===== config.mk =====
export PLATFORM = sky130hd
export DESIGN_NAME = biquad_feeder
export DESIGN_NICKNAME = d
export VERILOG_FILES = /design/src/rtl/biquad_feeder_pkg.sv /design/src/rtl/biquad_feeder_fifo.sv /design/src/rtl/biquad_feeder.sv
export SDC_FILE = /design/constraint.sdc
export NUM_CORES = 1
export LEC_CHECK = 0
export BUFFER_PORTS_ARGS = -buffer_cell sky130_fd_sc_hd__buf_2
export CORE_MARGIN = 3
export CORE_UTILIZATION = 56
export CTS_BUF_LIST = sky130_fd_sc_hd__clkbuf_8 sky130_fd_sc_hd__clkbuf_16
export DETAILED_ROUTE_END_ITERATION = 8
export HOLD_SLACK_MARGIN = 0.06
export PLACE_DENSITY_LB_ADDON = 0.25
export SLEW_MARGIN = 20
export SYNTH_ARGS = -nofsm -noshare
export SYNTH_HDL_FRONTEND = slang
export SYNTH_SLANG_ARGS = --single-unit

===== constraint.sdc =====
create_clock -name clk -period 3.1 [get_ports clk]
set_input_delay 0.31 -clock clk [delete_from_list [all_inputs] [get_ports clk]]
set_output_delay 0.31 -clock clk [all_outputs]
set_load 0.03 [all_outputs]

===== src/rtl/biquad_feeder_pkg.sv =====
// Shared definitions for the biquad feeder: coefficient select encoding and
// the underrun counter limit.
package biquad_feeder_pkg;

   typedef logic [2:0] coef_sel_t;

   localparam coef_sel_t COEF_A11 = 3'd0;
   localparam coef_sel_t COEF_A12 = 3'd1;
   localparam coef_sel_t COEF_B10 = 3'd2;
   localparam coef_sel_t COEF_B11 = 3'd3;
   localparam coef_sel_t COEF_B12 = 3'd4;

   localparam int NUM_COEF = 5;

   localparam logic [7:0] UNDERRUN_SAT = 8'd255;

endpackage


===== src/rtl/biquad_feeder_fifo.sv =====
// Small synchronous sample FIFO for the biquad feeder. Power-of-two depth,
// pointers wrap naturally; push is refused when full even if popping.
module biquad_feeder_fifo #(
   parameter int W     = 12,
   parameter int DEPTH = 4
) (
   input  logic                         clk,
   input  logic                         nreset,
   input  logic                         push,
   input  logic [W-1:0]                 push_data,
   input  logic                         pop,
   output logic [W-1:0]                 pop_data,
   output logic                         empty,
   output logic                         full,
   output logic [$clog2(DEPTH+1)-1:0]   count
);

   localparam int AW = (DEPTH > 1) ? $clog2(DEPTH) : 1;
   localparam int CW = $clog2(DEPTH + 1);

   logic [W-1:0]  mem_q [DEPTH];
   logic [W-1:0]  mem_d [DEPTH];
   logic [AW-1:0] wr_ptr_q, wr_ptr_d;
   logic [AW-1:0] rd_ptr_q, rd_ptr_d;
   logic [CW-1:0] count_q, count_d;
   logic          do_push, do_pop;

   assign empty    = (count_q == '0);
   assign full     = (count_q == CW'(DEPTH));
   assign count    = count_q;
   assign pop_data = mem_q[rd_ptr_q];

   assign do_push = push && !full;
   assign do_pop  = pop && !empty;

   always_comb begin
      mem_d    = mem_q;
      wr_ptr_d = wr_ptr_q;
      rd_ptr_d = rd_ptr_q;
      count_d  = count_q;
      if (do_push) begin
         mem_d[wr_ptr_q] = push_data;
         wr_ptr_d        = wr_ptr_q + AW'(1);
      end
      if (do_pop) begin
         rd_ptr_d = rd_ptr_q + AW'(1);
      end
      case ({do_push, do_pop})
         2'b10:   count_d = count_q + CW'(1);
         2'b01:   count_d = count_q - CW'(1);
         default: count_d = count_q;
      endcase
   end

   always_ff @(posedge clk) begin
      if (!nreset) begin
         for (int i = 0; i < DEPTH; i++) mem_q[i] <= '0;
         wr_ptr_q <= '0;
         rd_ptr_q <= '0;
         count_q  <= '0;
      end else begin
         mem_q    <= mem_d;
         wr_ptr_q <= wr_ptr_d;
         rd_ptr_q <= rd_ptr_d;
         count_q  <= count_d;
      end
   end

endmodule


===== src/rtl/biquad_feeder.sv =====
// Biquad front end: buffers samples, paces them out as one-cycle strobes and
// double-buffers the coefficients. Optional zero-fill: BIQUAD_FEEDER_UNDERRUN_ZERO_EN.
module biquad_feeder
   import biquad_feeder_pkg::*;
#(
   parameter int DATAWIDTH  = 12,
   parameter int COEFWIDTH  = 16,
   parameter int FIFO_DEPTH = 4,
   parameter int SPACING_W  = 4
) (
   input  logic                  clk,
   input  logic                  nreset,
   input  logic [DATAWIDTH-1:0]  s_data,
   input  logic                  s_valid,
   output logic                  s_ready,
   input  logic [SPACING_W-1:0]  spacing,
   input  logic                  coef_load,
   input  logic [2:0]            coef_sel,
   input  logic [COEFWIDTH-1:0]  coef_data,
   input  logic                  coef_commit,
   output logic                  commit_pending,
   output logic [DATAWIDTH-1:0]  x,
   output logic                  valid,
   output logic [COEFWIDTH-1:0]  a11,
   output logic [COEFWIDTH-1:0]  a12,
   output logic [COEFWIDTH-1:0]  b10,
   output logic [COEFWIDTH-1:0]  b11,
   output logic [COEFWIDTH-1:0]  b12,
   output logic [7:0]            underrun_cnt
);

   localparam int CNTW = $clog2(FIFO_DEPTH + 1);

   logic                 fifo_push, fifo_pop, fifo_empty, fifo_full;
   logic [DATAWIDTH-1:0] fifo_head;
   logic [CNTW-1:0]      fifo_count;

   logic [SPACING_W-1:0] cnt_q, cnt_d, reload;
   logic [DATAWIDTH-1:0] x_q, x_d;
   logic                 valid_q, valid_d;
   logic                 pend_q, pend_d;
   logic [COEFWIDTH-1:0] shadow_q [NUM_COEF];
   logic [COEFWIDTH-1:0] shadow_d [NUM_COEF];
   logic [COEFWIDTH-1:0] active_q [NUM_COEF];
   logic [COEFWIDTH-1:0] active_d [NUM_COEF];
   logic                 emit, load_ok;

   assign s_ready   = (fifo_count < CNTW'(FIFO_DEPTH));
   assign fifo_push = s_valid && !fifo_full;
   assign fifo_pop  = emit;

   biquad_feeder_fifo #(
      .W     (DATAWIDTH),
      .DEPTH (FIFO_DEPTH)
   ) u_fifo (
      .clk       (clk),
      .nreset    (nreset),
      .push      (fifo_push),
      .push_data (s_data),
      .pop       (fifo_pop),
      .pop_data  (fifo_head),
      .empty     (fifo_empty),
      .full      (fifo_full),
      .count     (fifo_count)
   );

   // A pending swap takes the edge, so no sample can leave alongside it.
   assign emit   = (cnt_q == '0) && !fifo_empty && !pend_q;
   assign reload = (spacing == '0) ? '0 : spacing - SPACING_W'(1);

`ifdef BIQUAD_FEEDER_UNDERRUN_ZERO_EN
   logic       underrun;
   logic [7:0] urun_q, urun_d;

   assign underrun = (cnt_q == '0) && fifo_empty && !pend_q;

   always_comb begin
      urun_d = urun_q;
      if (underrun && (urun_q != UNDERRUN_SAT)) urun_d = urun_q + 8'd1;
   end

   always_ff @(posedge clk) begin
      if (!nreset) urun_q <= '0;
      else         urun_q <= urun_d;
   end

   assign underrun_cnt = urun_q;
`else
   logic underrun;

   assign underrun     = 1'b0;
   assign underrun_cnt = '0;
`endif

   always_comb begin
      x_d     = x_q;
      valid_d = 1'b0;
      cnt_d   = cnt_q;
      if (emit) begin
         x_d     = fifo_head;
         valid_d = 1'b1;
         cnt_d   = reload;
      end else if (underrun) begin
         x_d     = '0;
         valid_d = 1'b1;
         cnt_d   = reload;
      end else if (cnt_q != '0) begin
         cnt_d = cnt_q - SPACING_W'(1);
      end
   end

   assign load_ok = coef_load && !pend_q;

   // Loads land in the shadow on the commit edge, so they ride the swap.
   always_comb begin
      shadow_d = shadow_q;
      active_d = active_q;
      pend_d   = pend_q;
      if (pend_q) begin
         active_d = shadow_q;
         pend_d   = 1'b0;
      end else begin
         for (int i = 0; i < NUM_COEF; i++) begin
            if (load_ok && (coef_sel == coef_sel_t'(i))) shadow_d[i] = coef_data;
         end
         pend_d = coef_commit;
      end
   end

   always_ff @(posedge clk) begin
      if (!nreset) begin
         cnt_q   <= '0;
         x_q     <= '0;
         valid_q <= 1'b0;
         pend_q  <= 1'b0;
         for (int i = 0; i < NUM_COEF; i++) begin
            shadow_q[i] <= '0;
            active_q[i] <= '0;
         end
      end else begin
         cnt_q    <= cnt_d;
         x_q      <= x_d;
         valid_q  <= valid_d;
         pend_q   <= pend_d;
         shadow_q <= shadow_d;
         active_q <= active_d;
      end
   end

   assign x              = x_q;
   assign valid          = valid_q;
   assign commit_pending = pend_q;
   assign a11            = active_q[COEF_A11];
   assign a12            = active_q[COEF_A12];
   assign b10            = active_q[COEF_B10];
   assign b11            = active_q[COEF_B11];
   assign b12            = active_q[COEF_B12];

endmodule

**Word level (Yosys, flattened, before mapping)**

Index checks and enable logic that the tools add are counted.

- Register bits after elaboration: 233
- Logic and storage cells: 81
- Bits of input ports: 40
- Output and inout port bits: 103

- Bitwise logic cells: 4
- Magnitude comparators: 4
- Reductions and logical operators: 28
- Muxes and demuxes: 11
- Add/subtract/negate cells: 6
- Equality and inequality tests: 7

Operators with widths:

| operator | number |
|---|---|
| 48-bit bitwise mux | 1 |
| 12-bit 2-to-1 mux | 3 |
| 12-bit binary-select mux with 2-bit select | 1 |
| 12-bit demux with 2-bit select | 1 |
| 1-bit logical AND | 12 |
| 4-bit 2-to-1 mux | 3 |
| 2-bit AND reduction | 5 |
| 4-bit zero test | 2 |
| 4-bit by 1-bit subtractor with 4-bit output (second input constant) | 2 |
| 3-bit by 2-bit equality test with 1-bit output (second input constant) | 2 |
| 3-bit equality test (second input constant) | 2 |
| 3-bit greater-or-equal comparator (second input constant) | 2 |
| 3-bit zero test | 2 |
| 2-bit inverter with 3-bit output | 2 |
| 3-bit case mux with 2 select lines | 1 |
| 2-bit by 1-bit adder with 2-bit output (second input constant) | 2 |
| 2-bit nonzero test | 2 |
| 4-bit nonzero test | 1 |
| 3-bit by 1-bit adder with 3-bit output (second input constant) | 1 |
| 3-bit by 1-bit equality test with 1-bit output (second input constant) | 1 |
| 1-bit zero test | 3 |
| 3-bit by 1-bit less-than comparator with 1-bit output (second input constant) | 1 |
| 3-bit less-than comparator (second input constant) | 1 |
| 3-bit by 1-bit subtractor with 3-bit output (second input constant) | 1 |
| 5 further kinds | 6 |

**Logic depth before layout (Yosys ltp)**

- Depth after elaboration: 7
- Mapped depth: 11
- Depth with buffers taken out: 10

**Cells and area by module**

From an unflattened synthesis, not the netlist that was laid out.

- Cells, all modules: 958
- Area total of the unflattened synthesis: 9,326.4 sq um

Modules (own cells, without submodules):

| module | instances | area each (sq um) | sequential area each (sq um) | cells each |
|---|---|---|---|---|
| biquad_feeder | 1 | 6,842.8 | 3,563.4 | 722 |
| biquad_feeder_fifo | 1 | 2,483.6 | 1,101.1 | 236 |

**Least setup slack after synthesis**

Ideal clock, no wire load.

- Path type: register to register
- Start point: reg cnt_q[0]
- End point: reg u_fifo.count_q[2], in the netlist u_fifo.count[2]
- Library setup time: 0.076 ns
- Clock period less this slack: 2.665 ns
- Slack: 0.435 ns
- Stages on the path, launching flop included: 12
- Data required time: 3.024 ns
- Arrival time: 2.589 ns
- Path buffers: 1
- Path through: dfxtp_1 inv_1 ha_1 or3b_4 nor3_4 buf_2 ha_1 inv_1 fa_1 xor2_1 or3_1 a21boi_0

- Longest elaborated chain between the ends: 6
- Elaborated cells between the ends (all ways): 8
- Those cells by class: eq/ne (2); mux (1); reduce/logical (5)

Ends and longest elaborated chain:

| element | line | RTL |
|---|---|---|
| start, declared | biquad_feeder.sv:38 | `logic [SPACING_W-1:0] cnt_q, cnt_d, reload;` |
| start signal, assigned | biquad_feeder.sv:141 | `cnt_q <= cnt_d;` |
| 4-bit zero test (*) | biquad_feeder.sv:68 | `assign emit = (cnt_q == '0) && !fifo_empty && !pend_q;` |
| 1-bit logical AND (*) (2 in series) | biquad_feeder.sv:68 |  |
| 1-bit logical AND (*) | biquad_feeder_fifo.sv:34 | `assign do_pop = pop && !empty;` |
| named net u_fifo.do_pop | biquad_feeder_fifo.sv:26 | `logic do_push, do_pop;` |
| 2-bit by 1-bit equality test with 1-bit output / 2-bit equality test (equally long branches) | biquad_feeder_fifo.sv:48 | `case ({do_push, do_pop})` |
| 3-bit case mux with 2 select lines / 2-bit nonzero test (equally long branches) | n/a |  |
| end signal, assigned | biquad_feeder_fifo.sv:65 | `count_q <= count_d;` |
| end, declared | biquad_feeder_fifo.sv:25 | `logic [CW-1:0] count_q, count_d;` |

The timed path passes the listed nets; every way through them passes the cells marked *.
A chain may end at the register's enable or synchronous reset.

**Worst setup path after layout**

- Start point: reg cnt_q[0]
- End point: reg u_fifo.count_q[2], in the netlist u_fifo.count[2]

- Longest elaborated chain between the ends: 6
- Elaborated cells between the ends (all ways): 8
- Those cells by class: eq/ne (2); mux (1); reduce/logical (5)

Ends and longest elaborated chain:

| element | line |
|---|---|
| 4-bit zero test (*) | biquad_feeder.sv:68 |
| 1-bit logical AND (*) (2 in series) | biquad_feeder.sv:68 |
| 1-bit logical AND (*) | biquad_feeder_fifo.sv:34 |
| 2-bit by 1-bit equality test with 1-bit output / 2-bit equality test (equally long branches) | biquad_feeder_fifo.sv:48 |
| 3-bit case mux with 2 select lines / 2-bit nonzero test (equally long branches) | n/a |

Every way passes the cells marked *; elsewhere a longest branch is shown, timed or not.

==> summary.txt <==
Outcome
  – Status: completed

Drt
  – Vias after detailed routing: ~6300
  – DRC violations left: 0
  – Initial drt markers: around 270
  – Final ANT Viol Nets: 0
  – DR pass1 iterations: 4
  – Final wirelength: ~20 mm
  – DR WL/cell: ~16 µm
  – Vias per cell: between 5 and 6

GRT
  – Largest net degree at the start of global routing: 105
  – Initial antenna violation count: 0
  – Global-route wire length before repair: approximately 32 mm
  – Total track usage: between 20% and 30%
  – Vias in the first global route: ~6000
  – Total grt overflow: 0

Final layout
  – Finished Layout Cells: around 1200
  – Layout fillers: 1301
  – Multi-input logic area: about 4100 µm²
  – Area grow syn2layout: 17.80%
  – # nets final: just over 1000
  – Number of antenna diodes: 0
  – Share of cells above drive strength 1: about a fifth
  – Register area: between 4000 and 5000 µm²

CTS
  – Resized Gates After CTS: 0
  – Clock sinks: 233
  – Clk slew on worst S/H paths: 0.06 ns
  – Post-CTS Setup Bufs: 0
  – # H-tree levels: 1
  – Cts bufs inserted: 24
  – Root Driver: clkbuf_16
  – CTS tree: yes
  – Clk_lat worst skew: between 0.5 and 0.6 ns
  – Max clock buf depth: 3

Critical path
  – Critical Path RT: around 3.5 ns
  – Worst Path Arrival: between 2 and 3 ns
  – Worst path bufs/invs: 2
  – Critical Path, Cell by Cell: inv_1, ha_1, or3b_4, nor3_4, ha_1, inv_1, fa_1, xor2_1, or3_1, a21boi_0
  – Critical path endpoint category: flip-flop
  – Crit-path slowest cell: or3b_4
  – Peak fanout along the critical path: 4
  – Cell family with most CP delay: simple AND/OR/NAND/NOR gates
  – Startpoint Class: flip-flop
  – Slowest stage delay, CP: between 0.4 and 0.5 ns
  – Setup CP Type: flip-flop to flip-flop

Timing
  – Maximum clock rate: approximately 0.4 GHz
  – Final WS setup: between 0.6 and 0.7 ns
  – Slew HR: 43.89%
  – TNS Setup: 0 ns
  – Final count of negative-setup-slack endpoints: 0
  – RSZ-0062 raised after global routing: no
  – Worst Clk Skew: between 0.007 and 0.008 ns
  – Slew Limit Fails: 0
  – Final min period: approximately 2.5 ns
  – Period utilization: roughly four fifths
  – Least-Margin Pin Slew: about 0.84 ns
  – Fin. Hold Viols: 0

Yosys
  – Distinct cells, synth: 43
  – EDFF count, synth: 0
  – Predominant post-synthesis flop cell: dfxtp_1
  – Mean Syn Cell Area: 10.40 µm²
  – Synth Register Bits: 233
  – Mapped Area: about 9100 µm²
  – Post-Syn Instances: between 800 and 900
  – Post-synthesis sequential area ratio: about half
  – Async set-reset flop share out of synthesis: 0%
  – Warnings from Yosys: 0

Power and ir drop
  – Power, Total: between 7 and 8 mW
  – VDD IR max: 0.4975 mV
  – Pleak: roughly 4.7 nW
  – Pwr Density: 679.9 nW/µm²

Floorplan
  – Std cell rows: 46
  – Die area: around 18000 µm²
  – Die Ht: between 100 and 150 µm
  – Total core area: approximately 16000 µm²
  – Chip width: 133.7 µm
  – I/O Pins: ~140
  – Starting Density: 57.28%

Placement
  – Hpwl dp: roughly 13 mm
  – Dpl cells: between 1000 and 1500
  – Routability cong.: around 0.75
  – Port buffer count: around 130
  – Worst slack at placement: 0.6192 ns

Job
  – Max cap viols: 0

Hold path
  – Worst min-delay path class: input pin to flip-flop
tightest hold or removal path, cell delays in order:
cell,delay (ns)
buf_2,0.12
nand2_1,0.05
a21boi_0,0.06
cells by family (layout without fill, tap and decap cells):
group | after synthesis | after routing | share of synthesized area, %
AO/OA/AOI/OAI | 75 | 75 | 5.330
XOR/XNOR | 5 | 5 | 0.4797
adder cells (fa/ha/maj) | 8 | 8 | 1.178
buffers and inverters | 78 | 200 | 4.015
flip-flops | 233 | 233 | 51.08
multiplexers | 174 | 174 | 20.72
other | 1 | 8 | 0.04107
AND/OR/NAND/NOR | 304 | 304 | 17.16
path summary, 6_finish.rpt:
check,start,end,slack (ns),depth (start not counted)
worst max-delay path,cnt_q[0]$_SDFFE_PN0P_,u_fifo.count[2]$_SDFFE_PN0P_,0.60,10
worst min-delay path,coef_data[0],shadow_q[64]$_SDFFE_PN0P_,0.09,3
worst max register to register,cnt_q[0]$_SDFFE_PN0P_,u_fifo.count[2]$_SDFFE_PN0P_,0.60,10
worst min register to register,u_fifo.mem_q[30]$_SDFFE_PN0P_,u_fifo.mem_q[30]$_SDFFE_PN0P_,0.46,2
stage by stage:
stage / utilization [%] / hold slack, ns / instance area (µm²)
after floorplan: - / 0.4353 / 9158
after global placement: 61.94 / 0.4435 / 9874
after detailed placement: 61.94 / 0.4538 / 9874
after CTS: 67.47 / 0.07243 / 10760
after global routing: 67.47 / 0.1175 / 10760
final: 67.47 / 0.09108 / 10760
power by group:
group | internal [mW] | switching, mW
clock network | 1.94 | 1.15
registers | 3.14 | 0.0975
logic | 0.422 | 0.573
layout by cell type (no fill, tap or decap), types with 6 or more instances in the layout:
cell	instances
a21boi_0	18
buf_2	133
buf_4	10
clkbuf_16	25
clkbuf_8	6
conb_1	8
dfxtp_1	232
ha_1	7
inv_1	13
mux2i_1	162
mux4_2	12
nand2_1	130
nand3_1	34
nor2b_1	113
o21ai_0	37
o2bb2ai_1	12
registers in the layout, summed over array words and instances, names as in the netlist, 3 cells and up:
signal,flops
shadow_q,80
cnt_q,4
u_fifo.count,3
a12,16
a11,16
x,12
b10,16
b12,16
b11,16
u_fifo.mem_q,48
what timing repair did:
action | CTS | global route
endpoints found under the setup margin | 0 | 0
hold buffers | 1 | 0
hold endpoints to repair | 1 | 0
layout make-up:
cell class                 instances  area share (%)
sequential                       233           43.40
multi-input combinational        574           38.36
timing repair buffer             146           7.270
clock buffer                      31           6.584
tap                              216           2.512
clock inverter                    13           1.524
inverter                          10          0.3490
cells in the mapped netlist (2+ instances only):
cell type | count | area share [%]
and2_1 | 5 | 0.34
buf_1 | 4 | 0.16
ha_1 | 7 | 0.96
clkbuf_1 | 34 | 1.4
a21oi_1 | 2 | 0.11
or3_1 | 3 | 0.21
nor2b_1 | 113 | 7.7
xnor2_1 | 2 | 0.19
inv_1 | 10 | 0.41
a21boi_0 | 18 | 1.5
o2bb2ai_1 | 12 | 1.2
nand3b_1 | 3 | 0.25
nor3_1 | 2 | 0.11
nand3_1 | 34 | 1.9
nor2_1 | 3 | 0.12
dfxtp_1 | 233 | 51
buf_4 | 12 | 0.99
nand2_1 | 130 | 5.3
mux2i_1 | 162 | 18
buf_2 | 16 | 0.88
o211ai_1 | 2 | 0.16
mux4_2 | 12 | 3.0
xor2_1 | 3 | 0.29
o21ai_0 | 37 | 2.0
routing by layer:
layer	share of wire [%]	track usage [%]	up-vias
met5	0	0	-
met4	1.4	5.143	0
met3	5.5	4.532	22
met2	49	38.21	140
met1	44	27.68	2951
li1	-	-	3174
No activity file was read; power rests on OpenSTA's default activity.
